**src/rtl/keypad_pkg.sv**
```systemverilog
// Shared types for the keypad event queue.
// Key code constants and debounce FSM states.
package keypad_pkg;

  localparam logic [3:0] KEY_A    = 4'hA;
  localparam logic [3:0] KEY_B    = 4'hB;
  localparam logic [3:0] KEY_C    = 4'hC;
  localparam logic [3:0] KEY_D    = 4'hD;
  localparam logic [3:0] KEY_STAR = 4'hE;
  localparam logic [3:0] KEY_HASH = 4'hF;

  localparam int CODE_W = 4;

  typedef enum logic [1:0] {
    IDLE,
    PRESS_WAIT,
    HELD,
    RELEASE_WAIT
  } deb_state_e;

endpackage

```
**src/rtl/sync_fifo.sv**
```systemverilog
// First-word-fall-through FIFO with count/full/empty.
// A push while full is accepted only if a pop frees a slot that cycle.
module sync_fifo #(
  parameter  int WIDTH = 4,
  parameter  int DEPTH = 8,
  localparam int AW    = $clog2(DEPTH),
  localparam int CW    = AW + 1
) (
  input  logic             clk,
  input  logic             rst,
  input  logic             push,
  input  logic [WIDTH-1:0] wdata,
  input  logic             pop,
  output logic [WIDTH-1:0] rd_data,
  output logic [CW-1:0]    count,
  output logic             full,
  output logic             empty,
  output logic             dropped
);

  logic [WIDTH-1:0] mem_q [DEPTH];
  logic [AW-1:0]    wr_ptr_q, wr_ptr_d;
  logic [AW-1:0]    rd_ptr_q, rd_ptr_d;
  logic [CW-1:0]    count_q, count_d;
  logic             do_push, do_pop;

  assign empty   = (count_q == '0);
  assign full    = (count_q == CW'(DEPTH));
  assign count   = count_q;
  assign rd_data = empty ? '0 : mem_q[rd_ptr_q];
  assign dropped = push && !do_push;

  always_comb begin
    do_pop   = pop && !empty;
    do_push  = push && (!full || do_pop);
    wr_ptr_d = wr_ptr_q + AW'(do_push);
    rd_ptr_d = rd_ptr_q + AW'(do_pop);
    count_d  = count_q + CW'(do_push) - CW'(do_pop);
  end

  always_ff @(posedge clk or posedge rst) begin
    if (rst) begin
      wr_ptr_q <= '0;
      rd_ptr_q <= '0;
      count_q  <= '0;
    end else begin
      wr_ptr_q <= wr_ptr_d;
      rd_ptr_q <= rd_ptr_d;
      count_q  <= count_d;
    end
  end

  always_ff @(posedge clk) begin
    if (do_push) begin
      mem_q[wr_ptr_q] <= wdata;
    end
  end

endmodule

```
**src/rtl/keypad_event_queue.sv**
```systemverilog
// Keypad scanner front end: synchronise, debounce, queue key-down events.
// One event per debounced press; CPU drains codes from a FWFT FIFO.
module keypad_event_queue
  import keypad_pkg::*;
#(
  parameter  int DEBOUNCE_CYCLES = 200000,
  parameter  int DEPTH           = 8,
  localparam int CW              = $clog2(DEPTH) + 1,
  localparam int DW              = $clog2(DEBOUNCE_CYCLES + 1)
) (
  input  logic              clk,
  input  logic              rst,
  input  logic              raw_press,
  input  logic [CODE_W-1:0] raw_code,
  input  logic              rd_en,
  output logic [CODE_W-1:0] rd_data,
  output logic              empty,
  output logic              full,
  output logic [CW-1:0]     count,
  output logic              overflow,
  input  logic              clr_ovf,
  output logic              key_held,
  output logic [CODE_W-1:0] held_code
);

  localparam logic [DW-1:0] DONE     = DW'(DEBOUNCE_CYCLES - 1);
  localparam logic [DW-1:0] DCNT_MAX = {DW{1'b1}};

  logic              press_s1_q, press_s2_q;
  logic [CODE_W-1:0] code_s1_q, code_s2_q;

  deb_state_e        state_q, state_d;
  logic [DW-1:0]     dcnt_q, dcnt_d, dcnt_inc;
  logic [CODE_W-1:0] cand_q, cand_d;
  logic [CODE_W-1:0] held_code_q, held_code_d;
  logic              key_held_q, key_held_d;
  logic              push_q, push_d;
  logic              overflow_q, overflow_d;
  logic              fifo_drop;

  always_ff @(posedge clk or posedge rst) begin
    if (rst) begin
      press_s1_q <= 1'b0;
      press_s2_q <= 1'b0;
      code_s1_q  <= '0;
      code_s2_q  <= '0;
    end else begin
      press_s1_q <= raw_press;
      press_s2_q <= press_s1_q;
      code_s1_q  <= raw_code;
      code_s2_q  <= code_s1_q;
    end
  end

  // Saturate so a stalled state can never wrap into a false match.
  assign dcnt_inc = (dcnt_q == DCNT_MAX) ? dcnt_q : dcnt_q + DW'(1);

  always_comb begin
    state_d     = state_q;
    dcnt_d      = dcnt_q;
    cand_d      = cand_q;
    held_code_d = held_code_q;
    key_held_d  = key_held_q;
    push_d      = 1'b0;
    unique case (state_q)
      IDLE: begin
        if (press_s2_q) begin
          cand_d  = code_s2_q;
          dcnt_d  = DW'(1);
          state_d = PRESS_WAIT;
        end
      end
      PRESS_WAIT: begin
        if (!press_s2_q) begin
          state_d = IDLE;
        end else if (code_s2_q != cand_q) begin
          cand_d = code_s2_q;
          dcnt_d = DW'(1);
        end else if (dcnt_q == DONE) begin
          push_d      = 1'b1;
          held_code_d = cand_q;
          key_held_d  = 1'b1;
          state_d     = HELD;
        end else begin
          dcnt_d = dcnt_inc;
        end
      end
      HELD: begin
        if (!press_s2_q) begin
          dcnt_d  = DW'(1);
          state_d = RELEASE_WAIT;
        end
      end
      RELEASE_WAIT: begin
        if (press_s2_q) begin
          state_d = HELD;
        end else if (dcnt_q == DONE) begin
          key_held_d = 1'b0;
          state_d    = IDLE;
        end else begin
          dcnt_d = dcnt_inc;
        end
      end
      default: state_d = IDLE;
    endcase
  end

  always_ff @(posedge clk or posedge rst) begin
    if (rst) begin
      state_q     <= IDLE;
      dcnt_q      <= '0;
      cand_q      <= '0;
      held_code_q <= '0;
      key_held_q  <= 1'b0;
      push_q      <= 1'b0;
    end else begin
      state_q     <= state_d;
      dcnt_q      <= dcnt_d;
      cand_q      <= cand_d;
      held_code_q <= held_code_d;
      key_held_q  <= key_held_d;
      push_q      <= push_d;
    end
  end

  sync_fifo #(
    .WIDTH (CODE_W),
    .DEPTH (DEPTH)
  ) u_fifo (
    .clk     (clk),
    .rst     (rst),
    .push    (push_q),
    .wdata   (held_code_q),
    .pop     (rd_en),
    .rd_data (rd_data),
    .count   (count),
    .full    (full),
    .empty   (empty),
    .dropped (fifo_drop)
  );

  always_comb begin
    overflow_d = overflow_q;
    if (fifo_drop) begin
      overflow_d = 1'b1;
    end else if (clr_ovf) begin
      overflow_d = 1'b0;
    end
  end

  always_ff @(posedge clk or posedge rst) begin
    if (rst) begin
      overflow_q <= 1'b0;
    end else begin
      overflow_q <= overflow_d;
    end
  end

  assign overflow  = overflow_q;
  assign key_held  = key_held_q;
  assign held_code = held_code_q;

endmodule

```
**config.mk**
```make
export PLATFORM = sky130hd
export DESIGN_NAME = keypad_event_queue
export DESIGN_NICKNAME = d
export VERILOG_FILES = /design/src/rtl/keypad_pkg.sv /design/src/rtl/sync_fifo.sv /design/src/rtl/keypad_event_queue.sv
export SDC_FILE = /design/constraint.sdc
export NUM_CORES = 1
export LEC_CHECK = 0
export CORE_UTILIZATION = 30
export CTS_CLUSTER_SIZE = 40
export DETAILED_ROUTE_END_ITERATION = 7
export SYNTH_ARGS = -nofsm -noshare
export SYNTH_HDL_FRONTEND = slang
export SYNTH_SLANG_ARGS = --single-unit
```
**constraint.sdc**
```tcl
create_clock -name clk -period 4.55 [get_ports clk]
set_input_delay 0.91 -clock clk [delete_from_list [all_inputs] [get_ports clk]]
set_output_delay 0.91 -clock clk [all_outputs]
set_load 0.02 [all_outputs]
```
After elaboration in Yosys (flattened, before gate mapping)
Memory sizes are Yosys's and may differ from the RTL's.
Index checks and enable logic that the tools add are counted.
{"block": "classes", "n_addsub": 5, "n_eq_ne": 18, "muxes": 35, "n_bitwise": 1, "n_reduce_logical": 17}
{"operator": "2-to-1 mux 18 bit", "count": 7}
{"operator": "case mux 18 bit (4 select lines)", "count": 1}
{"operator": "== test 18 bit (second input constant)", "count": 2}
{"operator": "adder 18 x 1 -> 18 bit (second input constant)", "count": 1}
{"operator": "2-to-1 mux 4 bit", "count": 4}
{"operator": "!= test 2 bit (second input constant)", "count": 8}
{"operator": "2-to-1 mux 2 bit", "count": 7}
{"operator": "2-to-1 mux 1 bit", "count": 13}
{"operator": "AND reduction 4 bit", "count": 3}
{"operator": "!= test 3 bit (second input constant)", "count": 3}
{"operator": "case mux 2 bit (4 select lines)", "count": 1}
{"operator": "case mux 4 bit (2 select lines)", "count": 1}
{"operator": "adder 3 x 1 -> 3 bit", "count": 2}
{"operator": "AND reduction 6 bit", "count": 1}
{"operator": "nonzero test 2 bit", "count": 3}
{"operator": "AND reduction 5 bit", "count": 1}
{"operator": "adder 4 x 1 -> 4 bit", "count": 1}
{"operator": "== test 2 bit (second input constant)", "count": 2}
{"operator": "== test 4 bit (second input constant)", "count": 1}
{"operator": "logical NOT 4 bit", "count": 1}
{"operator": "!= test 4 bit", "count": 1}
{"operator": "subtractor 4 x 1 -> 4 bit", "count": 1}
{"operator": "logical AND 1 bit", "count": 3}
{"operator": "logical NOT 1 bit", "count": 3}
{"operator": "5 further kinds", "count": 5}
{"block": "totals", "register_bits": 51, "ramBits": 32, "input_bits": 9, "output_inout_bits": 16, "word_cells": 91, "memories": 1}
{"name": "u_fifo.mem_q", "depth": 8, "word_bits": 4, "read_ports": 1, "rd_ports_with_merged_regs": 0, "write_ports": 1, "line": "sync_fifo.sv:21", "text": "logic [WIDTH-1:0] mem_q [DEPTH];"}

Longest topological paths before layout
Gate-level depths: netlist of run 1.
{"block": "logic_depth", "word_depth": 8, "depth_mapped": 11, "mapped_depth_nobuf": 10}

Modules after synthesis
From an unflattened synthesis of run 1, not the netlist that was laid out.
{"block": "unflattened", "cells_unflattened": 318, "area_unflattened_um2": 3798.6}
{"mod": "keypad_event_queue", "n_inst": 1, "cells_each": 189, "area_each_um2": 1938.1, "seq_area_each_um2": 1026.0}
{"mod": "sync_fifo", "n_inst": 1, "cells_each": 129, "area_each_um2": 1860.5, "seq_area_each_um2": 1211.2}

Worst setup path before layout of run 1
Ideal clock, no wire load.
{"block": "synth_path", "path_kind": "register -> register", "start": "register u_fifo.count_q[2] (netlist: u_fifo.count[2])", "end": "register u_fifo.count_q[1] (netlist: u_fifo.count[1])", "t_arrival_ps": 2407, "t_required_ps": 4486, "path_slack_ps": 2079, "stages_incl_launch_ff": 10, "path_buffers": 0, "period_less_slack_ps": 2471, "path_cell_list": "dfrtp_1 -> inv_1 -> ha_1 -> nor3b_1 -> o21ai_0 -> and2_1 -> ha_1 -> inv_1 -> fa_1 -> inv_1"}
{"item": "start, declared", "line": "sync_fifo.sv:24", "text": "logic [CW-1:0] count_q, count_d;"}
{"item": "start signal, assigned", "line": "sync_fifo.sv:49", "text": "count_q <= count_d;"}
{"item": "== test 4 bit", "line": "sync_fifo.sv:28", "text": "assign full = (count_q == CW'(DEPTH));"}
{"item": "net full", "line": "keypad_event_queue.sv:18", "text": "output logic full,"}
{"item": "logical NOT 1 bit", "line": "sync_fifo.sv:35", "text": "do_push = push && (!full || do_pop);"}
{"item": "logical OR 1 bit", "line": "sync_fifo.sv:35"}
{"item": "logical AND 1 bit", "line": "sync_fifo.sv:35"}
{"item": "adder 4 x 1 -> 4 bit", "line": "sync_fifo.sv:38", "text": "count_d = count_q + CW'(do_push) - CW'(do_pop);"}
{"item": "subtractor 4 x 1 -> 4 bit", "line": "sync_fifo.sv:38"}
{"item": "net u_fifo.count_d[1]", "line": "sync_fifo.sv:24"}
The timed path passes the listed nets, and every way through them passes these cells.
A chain may end at the register's enable or synchronous reset.

Worst setup path after layout of run 1
{"block": "layout_path", "start": "register u_fifo.rd_ptr_q[0]", "end": "output port rd_data[3]"}
{"block": "layout_via", "elab_chain_len": 2}
{"item": "start, declared", "line": "sync_fifo.sv:23", "text": "logic [AW-1:0] rd_ptr_q, rd_ptr_d;"}
{"item": "start signal, assigned", "line": "sync_fifo.sv:48", "text": "rd_ptr_q <= rd_ptr_d;"}
{"item": "memory read (8 x 4 bit)"}
{"item": "2-to-1 mux 4 bit", "line": "sync_fifo.sv:30", "text": "assign rd_data = empty ? '0 : mem_q[rd_ptr_q];"}
{"item": "end, declared", "line": "keypad_event_queue.sv:16", "text": "output logic [CODE_W-1:0] rd_data,"}
No other way between the ends.

==> flow_metrics.py, run 1 <==
metrics = {
    "clock_tree": {
        "ctsHtreeMaxLevel": 3,
        "cts_resized": 0,
        "cts_setup_buffers": 0,
        "cts_hold_buffers": 0,
        "cts_tree": "done",
        "cts_root_buf": "clkbuf_16",
        "clockBufferDepth": 2,
        "clock_sinks": 83,
        "cts_buffers": 9,
        "clock_latency_ps": 340,
        "clkTransAtPathRegs_ps": 60,
    },
    "worst_setup_path": {
        "r2r_slack_ps": 2050,
        "arrival_ps": 2280,
        "endpoint": "rd_data[3]",
        "path_class": "flip-flop to output port",
        "startpoint_type": "flip-flop",
        "cp-end-kind": "output port",
        "worstPathRequired_ps": 3640,
        "crit_start": "u_fifo.rd_ptr_q[0]",
        "crit_fanout": 9,
        "rr_worst_depth": 5,
        "r2r-end": "dcnt_q[14]",
    },
    "timing": {
        "rsz0062_at_grt": "false",
        "tightest_slew_ps": 1160,
        "slew_viol_final": 0,
        "hold_viol": 0,
        "setup_tns_ps": 0,
        "slew_headroom_pct": 22.5,
        "period_share_pct": 70.2,
        "fmax_mhz": 313,
        "holdWs_ps": 347,
        "finalCriticalPeriod_ps": 3190,
        "setup_viol": 0,
        "skew_ps": 9.33,
    },
    "drt": {
        "vias_per_cell": 4.76,
        "avgRoutedWirePerCell_um": 14.0,
        "vias": 2364,
        "dr.pass1.iters": 4,
        "drt_wl_total_mm": 6.94,
        "drt_iter0_drc": 130,
        "drc_errors": 0,
        "ant_nets": 0,
    },
    "outcome": {
        "status": "complete, no violations",
    },
    "placement": {
        "gp_congestion": 0.806,
        "io_buffers": 24,
        "dp_hpwl_mm": 4.85,
    },
    "floorplanning": {
        "dieWidth_um": 114,
        "fp.coreArea_sq_um": 12100,
        "start_util_pct": 31.1,
        "rows": 40,
        "top_level_ports": 25,
        "die_area_sq_um": 13000,
        "fp.dieH_um": 114,
    },
    "layout": {
        "area_growth_pct": 19.3,
        "final_common_cell": "dfrtp_1",
        "drive_above_1_share_pct": 13.4,
        "final_cell_mix": "51 x dfrtp_1, 32 x edfxtp_1, 26 x nand2_1",
        "nNetsFinal": 345,
        "diodes": 0,
    },
    "synth": {
        "syn_inst": 297,
        "synth_edf_count": 32,
        "synth.distinct_cells": 53,
        "yosysWarnings": 0,
        "synth_top_area_share_pct": 33.9,
        "ys_ff_latch": 83,
        "postSynthAreaPerCell_sq_um": 12.7,
        "syn_nets": 318,
        "synth_flop_cell": "dfrtp_1",
        "synth_area_sq_um": 3760,
        "synth_top_cell_by_area": "dfrtp_1",
        "ys_seq_area_share_pct": 59.4,
        "async_flop_share_pct": 61.4,
        "synth_area_leaders": "dfrtp_1 34%, edfxtp_1 26%, mux4_2 4.8%",
    },
    "pwr": {
        "peakVddDrop_mv": 0.165,
        "p_leak_nw": 1.81,
        "power.density_nw_per_um2": 430,
        "power_mw": 1.93,
    },
    "hold_path": {
        "hp-class": "flip-flop to flip-flop",
        "hold_start": "code_s1_q[2]",
    },
    "global_route": {
        "grt_use_total_pct": 12.3,
        "grt_pass1_wl_mm": 12.2,
        "antenna_found_initial": 0,
        "grt_pass1_vias": 2359,
        "grt_start_max_net_pins": 30,
        "grt_overflow": 0,
    },
    "flow_run": {
        "drv_cap": 0,
    },
}
[power breakdown]
| part | internal, mW | switching [mW] | leakage, nW |
|---|---|---|---|
| clock | 0.481 | 0.285 | 0.157 |
| combinational | 0.147 | 0.130 | 0.625 |
| sequential | 0.818 | 0.0722 | 1.03 |
[cell type report]
type / count / area, sq um
Clock buffer: 10 / 229
Timing Repair Buffer: 25 / 248
Clock inverter: 6 / 87.6
Multi-Input combinational cell: 191 / 1430
Sequential cell: 83 / 2240
Tap cell: 168 / 210
Fill cell: 1211 / 7620
Inverter: 14 / 52.6
[through the flow]
stage,setup WS (ps),instances,utilization (%),cell area [sq um]
global route,1150,497,37.1,4490
CTS,1290,497,37.1,4490
floorplan,2080,297,-,3760
detailed placement,1670,481,34.5,4180
finish,1360,497,37.1,4490
global placement,1720,481,34.5,4180
[synthesized netlist by cell type, drive strengths merged, types with 3 or more instances]
library cell / n
mux2: 4
and4: 3
o21ai: 15
nand3: 13
clkbuf: 6
dfrtp: 51
edfxtp: 32
mux2i: 4
inv: 14
buf: 3
a21oi: 14
and3: 3
or4: 8
nand4: 5
ha: 11
nor3: 4
nor2: 17
nor4: 6
nand2b: 4
xor2: 8
or3: 7
nand2: 26
mux4: 8
o31ai: 6
[kinds of logic after synthesis]
kind of cell | after synthesis | synth area share, %
and+or+nand+nor | 105 | 16.2
muxes | 16 | 7.05
buffers and inverters | 23 | 2.63
DFF | 83 | 59.4
adders and majority gates | 12 | 4.19
AOI/OAI and AO/OA | 48 | 8.18
xor gates and xnor gates | 10 | 2.33
[critical path, cell delays in order, from the launching register on]
cell and delay (ps):
dfrtp_1 650, mux4_2 560, mux2i_1 150, nor2_1 50, clkdlybuf4s50_1 540
[how the worst min path moves through the flow]
stage / depth (start not counted) / slack, ps / to
3_5_place_dp: 0 / 340 / code_s2_q[2]
5_1_grt: 0 / 360 / press_s2_q
4_1_cts: 0 / 350 / press_s2_q
2_1_floorplan: 0 / 330 / code_s2_q[0]
6_report: 0 / 350 / code_s2_q[2]
3_3_place_gp: 0 / 330 / press_s2_q
[registers in the layout (all words and copies together) (netlist names), named ones only]
name	flops
key_held	1
cand_q	4
push_q	1
press_s2_q	1
press_s1_q	1
overflow	1
u_fifo.wr_ptr_q	3
state_q	1
code_s2_q	4
held_code	4
u_fifo.mem_q	32
u_fifo.rd_ptr_q	3
u_fifo.count	4
dcnt_q	18
code_s1_q	4
[routing by layer]
metal	vias up	wire (um)	global-route usage, %
met5	-	0	0
met4	0	119	5.45
met3	11	274	3.40
met2	47	3310	19.2
met1	1143	3240	15.9
li1	1163	-	-
(Power assumes the default switching activity.)
==> inputs of run 2 (changes only) <==
==> constraint.sdc (replaced) <==
create_clock -name clk -period 3.2 [get_ports clk]
set_input_delay 0.64 -clock clk [delete_from_list [all_inputs] [get_ports clk]]
set_output_delay 0.64 -clock clk [all_outputs]
set_load 0.02 [all_outputs]
==> run 2 against run 1 <==
Compared with the run above: count of clock-buffer cells in the layout is 1 lower; non-clock buffer count is 2 higher; sequential share of layout area is 0.23 points lower; worst setup slack worse by 1100 ps; final cell count is 0.40% higher; design area is 0.47% higher; utilization is 0.18 points higher; register-to-register slack worse by 1300 ps; critical path type unchanged; largest cell class unchanged; sequential power is 43% higher.
==> flow_metrics.py, run 2 (synthesized netlist as in run 1, its figures left out) <==
metrics = {
    "clock_tree": {
        "ctsHtreeMaxLevel": 3,
        "cts_root_buf": "clkbuf_16",
        "cts_resized": 0,
        "cts_hold_buffers": 0,
        "clock_latency_ps": 340,
        "clkTransAtPathRegs_ps": 60,
        "clock_sinks": 83,
        "clockBufferDepth": 2,
        "cts_buffers": 9,
        "cts_setup_buffers": 0,
        "cts_tree": "done",
    },
    "timing": {
        "finalCriticalPeriod_ps": 2950,
        "hold_viol": 0,
        "period_share_pct": 92.1,
        "fmax_mhz": 339,
        "tightest_slew_ps": 1200,
        "slew_headroom_pct": 19.7,
        "rsz0062_at_grt": "false",
        "setup_tns_ps": 0,
        "skew_ps": 4.53,
        "slew_viol_final": 0,
        "setup_viol": 0,
    },
    "floorplanning": {
        "top_level_ports": 25,
        "start_util_pct": 31.1,
        "fp.coreArea_sq_um": 12100,
        "fp.dieH_um": 114,
        "die_area_sq_um": 13000,
        "dieWidth_um": 114,
        "rows": 40,
    },
    "global_route": {
        "grt_pass1_wl_mm": 12.0,
        "grt_start_max_net_pins": 30,
        "antenna_found_initial": 0,
        "grt_use_total_pct": 12.2,
        "grt_pass1_vias": 2328,
        "grt_overflow": 0,
    },
    "placement": {
        "dp.cells": 483,
        "io_buffers": 24,
        "gp_congestion": 0.807,
        "dp_hpwl_mm": 5.00,
    },
    "layout": {
        "diodes": 0,
        "final_common_cell": "dfrtp_1",
        "final_cell_mix": "51 x dfrtp_1, 32 x edfxtp_1, 26 x nand2_1",
        "largest_reg_flops": 32,
        "drive_above_1_share_pct": 14.2,
        "nNetsFinal": 347,
        "fin_cells": 499,
        "area_growth_pct": 19.9,
        "reg_top3": "u_fifo.mem_q (32), dcnt_q (18)",
        "top_register": "u_fifo.mem_q",
        "nFillCells": 1192,
    },
    "drt": {
        "drt_wl_total_mm": 6.93,
        "dr.pass1.iters": 4,
        "vias": 2389,
        "ant_nets": 0,
        "avgRoutedWirePerCell_um": 13.9,
        "vias_per_cell": 4.79,
        "drc_errors": 0,
        "drt_iter0_drc": 102,
    },
    "worst_setup_path": {
        "startpoint_type": "flip-flop",
        "path_class": "flip-flop to output port",
        "cp-end-kind": "output port",
        "worstPathRequired_ps": 2560,
        "arrival_ps": 2310,
        "crit_fanout": 9,
    },
    "pwr": {
        "p_sw_mw": 0.741,
        "power_frac_comb_pct": 14.6,
        "power.density_nw_per_um2": 606,
        "intPower_mw": 1.99,
        "clkPwrFrac_pct": 39.1,
        "seq_power_share_pct": 46.3,
        "peakVddDrop_mv": 0.209,
        "swShare_pct": 27.1,
        "p_leak_nw": 1.82,
    },
    "outcome": {
        "status": "complete, no violations",
    },
    "flow_run": {
        "drv_cap": 0,
    },
    "hold_path": {
        "hp-class": "flip-flop to flip-flop",
    },
}
run 2: layout make-up:
type,instances,area [sq um],share of cell area (%)
Multi-Input combinational cell,191,1430,31.7
Inverter,14,52.6,1.16
Tap cell,168,210,4.66
Clock buffer,9,225,4.99
Clock inverter,7,85.1,1.88
Timing Repair Buffer,27,275,6.10
Sequential cell,83,2240,49.6
run 2: layer usage:
| layer | wire [um] | vias to the layer above | track usage (%) |
|---|---|---|---|
| li1 | - | 1168 | - |
| met5 | 0 | - | 0 |
| met3 | 277 | 10 | 3.19 |
| met2 | 3250 | 63 | 18.7 |
| met1 | 3240 | 1148 | 15.7 |
| met4 | 160 | 0 | 6.75 |
run 2: worst paths after layout:
| kind | slack [ps] | cells after the start | to | start |
|---|---|---|---|---|
| worst max-delay path | 250 | 4 | rd_data[2] | u_fifo.rd_ptr_q[0] |
| worst min-delay path | 350 | 0 | code_s2_q[2] | code_s1_q[2] |
| worst max register to register | 780 | 5 | dcnt_q[11] | dcnt_q[6] |
| worst min register to register | 350 | 0 | code_s2_q[2] | code_s1_q[2] |
| max in group asynchronous | 2000 | 3 | code_s1_q[2] | rst |
| min in group asynchronous | 660 | 2 | u_fifo.rd_ptr_q[0] | rst |
run 2: power groups by stage:
stage	logic (mW)	registers, mW	clock network [mW]
after floorplan	0.309	1.25	0
after global placement	0.395	1.28	0
after detailed placement	0.407	1.29	0
after CTS	0.408	1.27	1.10
after global routing	0.448	1.28	1.14
final	0.398	1.27	1.07
run 2: per-stage QoR:
| stage | setup slack [ps] | power, mW | util, % | instance area (sq um) | hold WS, ps |
|---|---|---|---|---|---|
| after floorplan | 729 | 1.56 | - | 3760 | 331 |
| after CTS | 202 | 2.78 | 37.3 | 4510 | 350 |
| after global routing | 73.9 | 2.87 | 37.3 | 4510 | 363 |
| after detailed placement | 582 | 1.70 | 34.7 | 4200 | 336 |
| after global placement | 646 | 1.68 | 34.7 | 4200 | 335 |
| final | 253 | 2.73 | 37.3 | 4510 | 350 |
run 2: critical path, cell delays in order (launching register included):
cell and delay (ps):
dfrtp_1 660, mux4_2 580, mux2i_1 140, nor2_1 50
clkdlybuf4s50_1 530
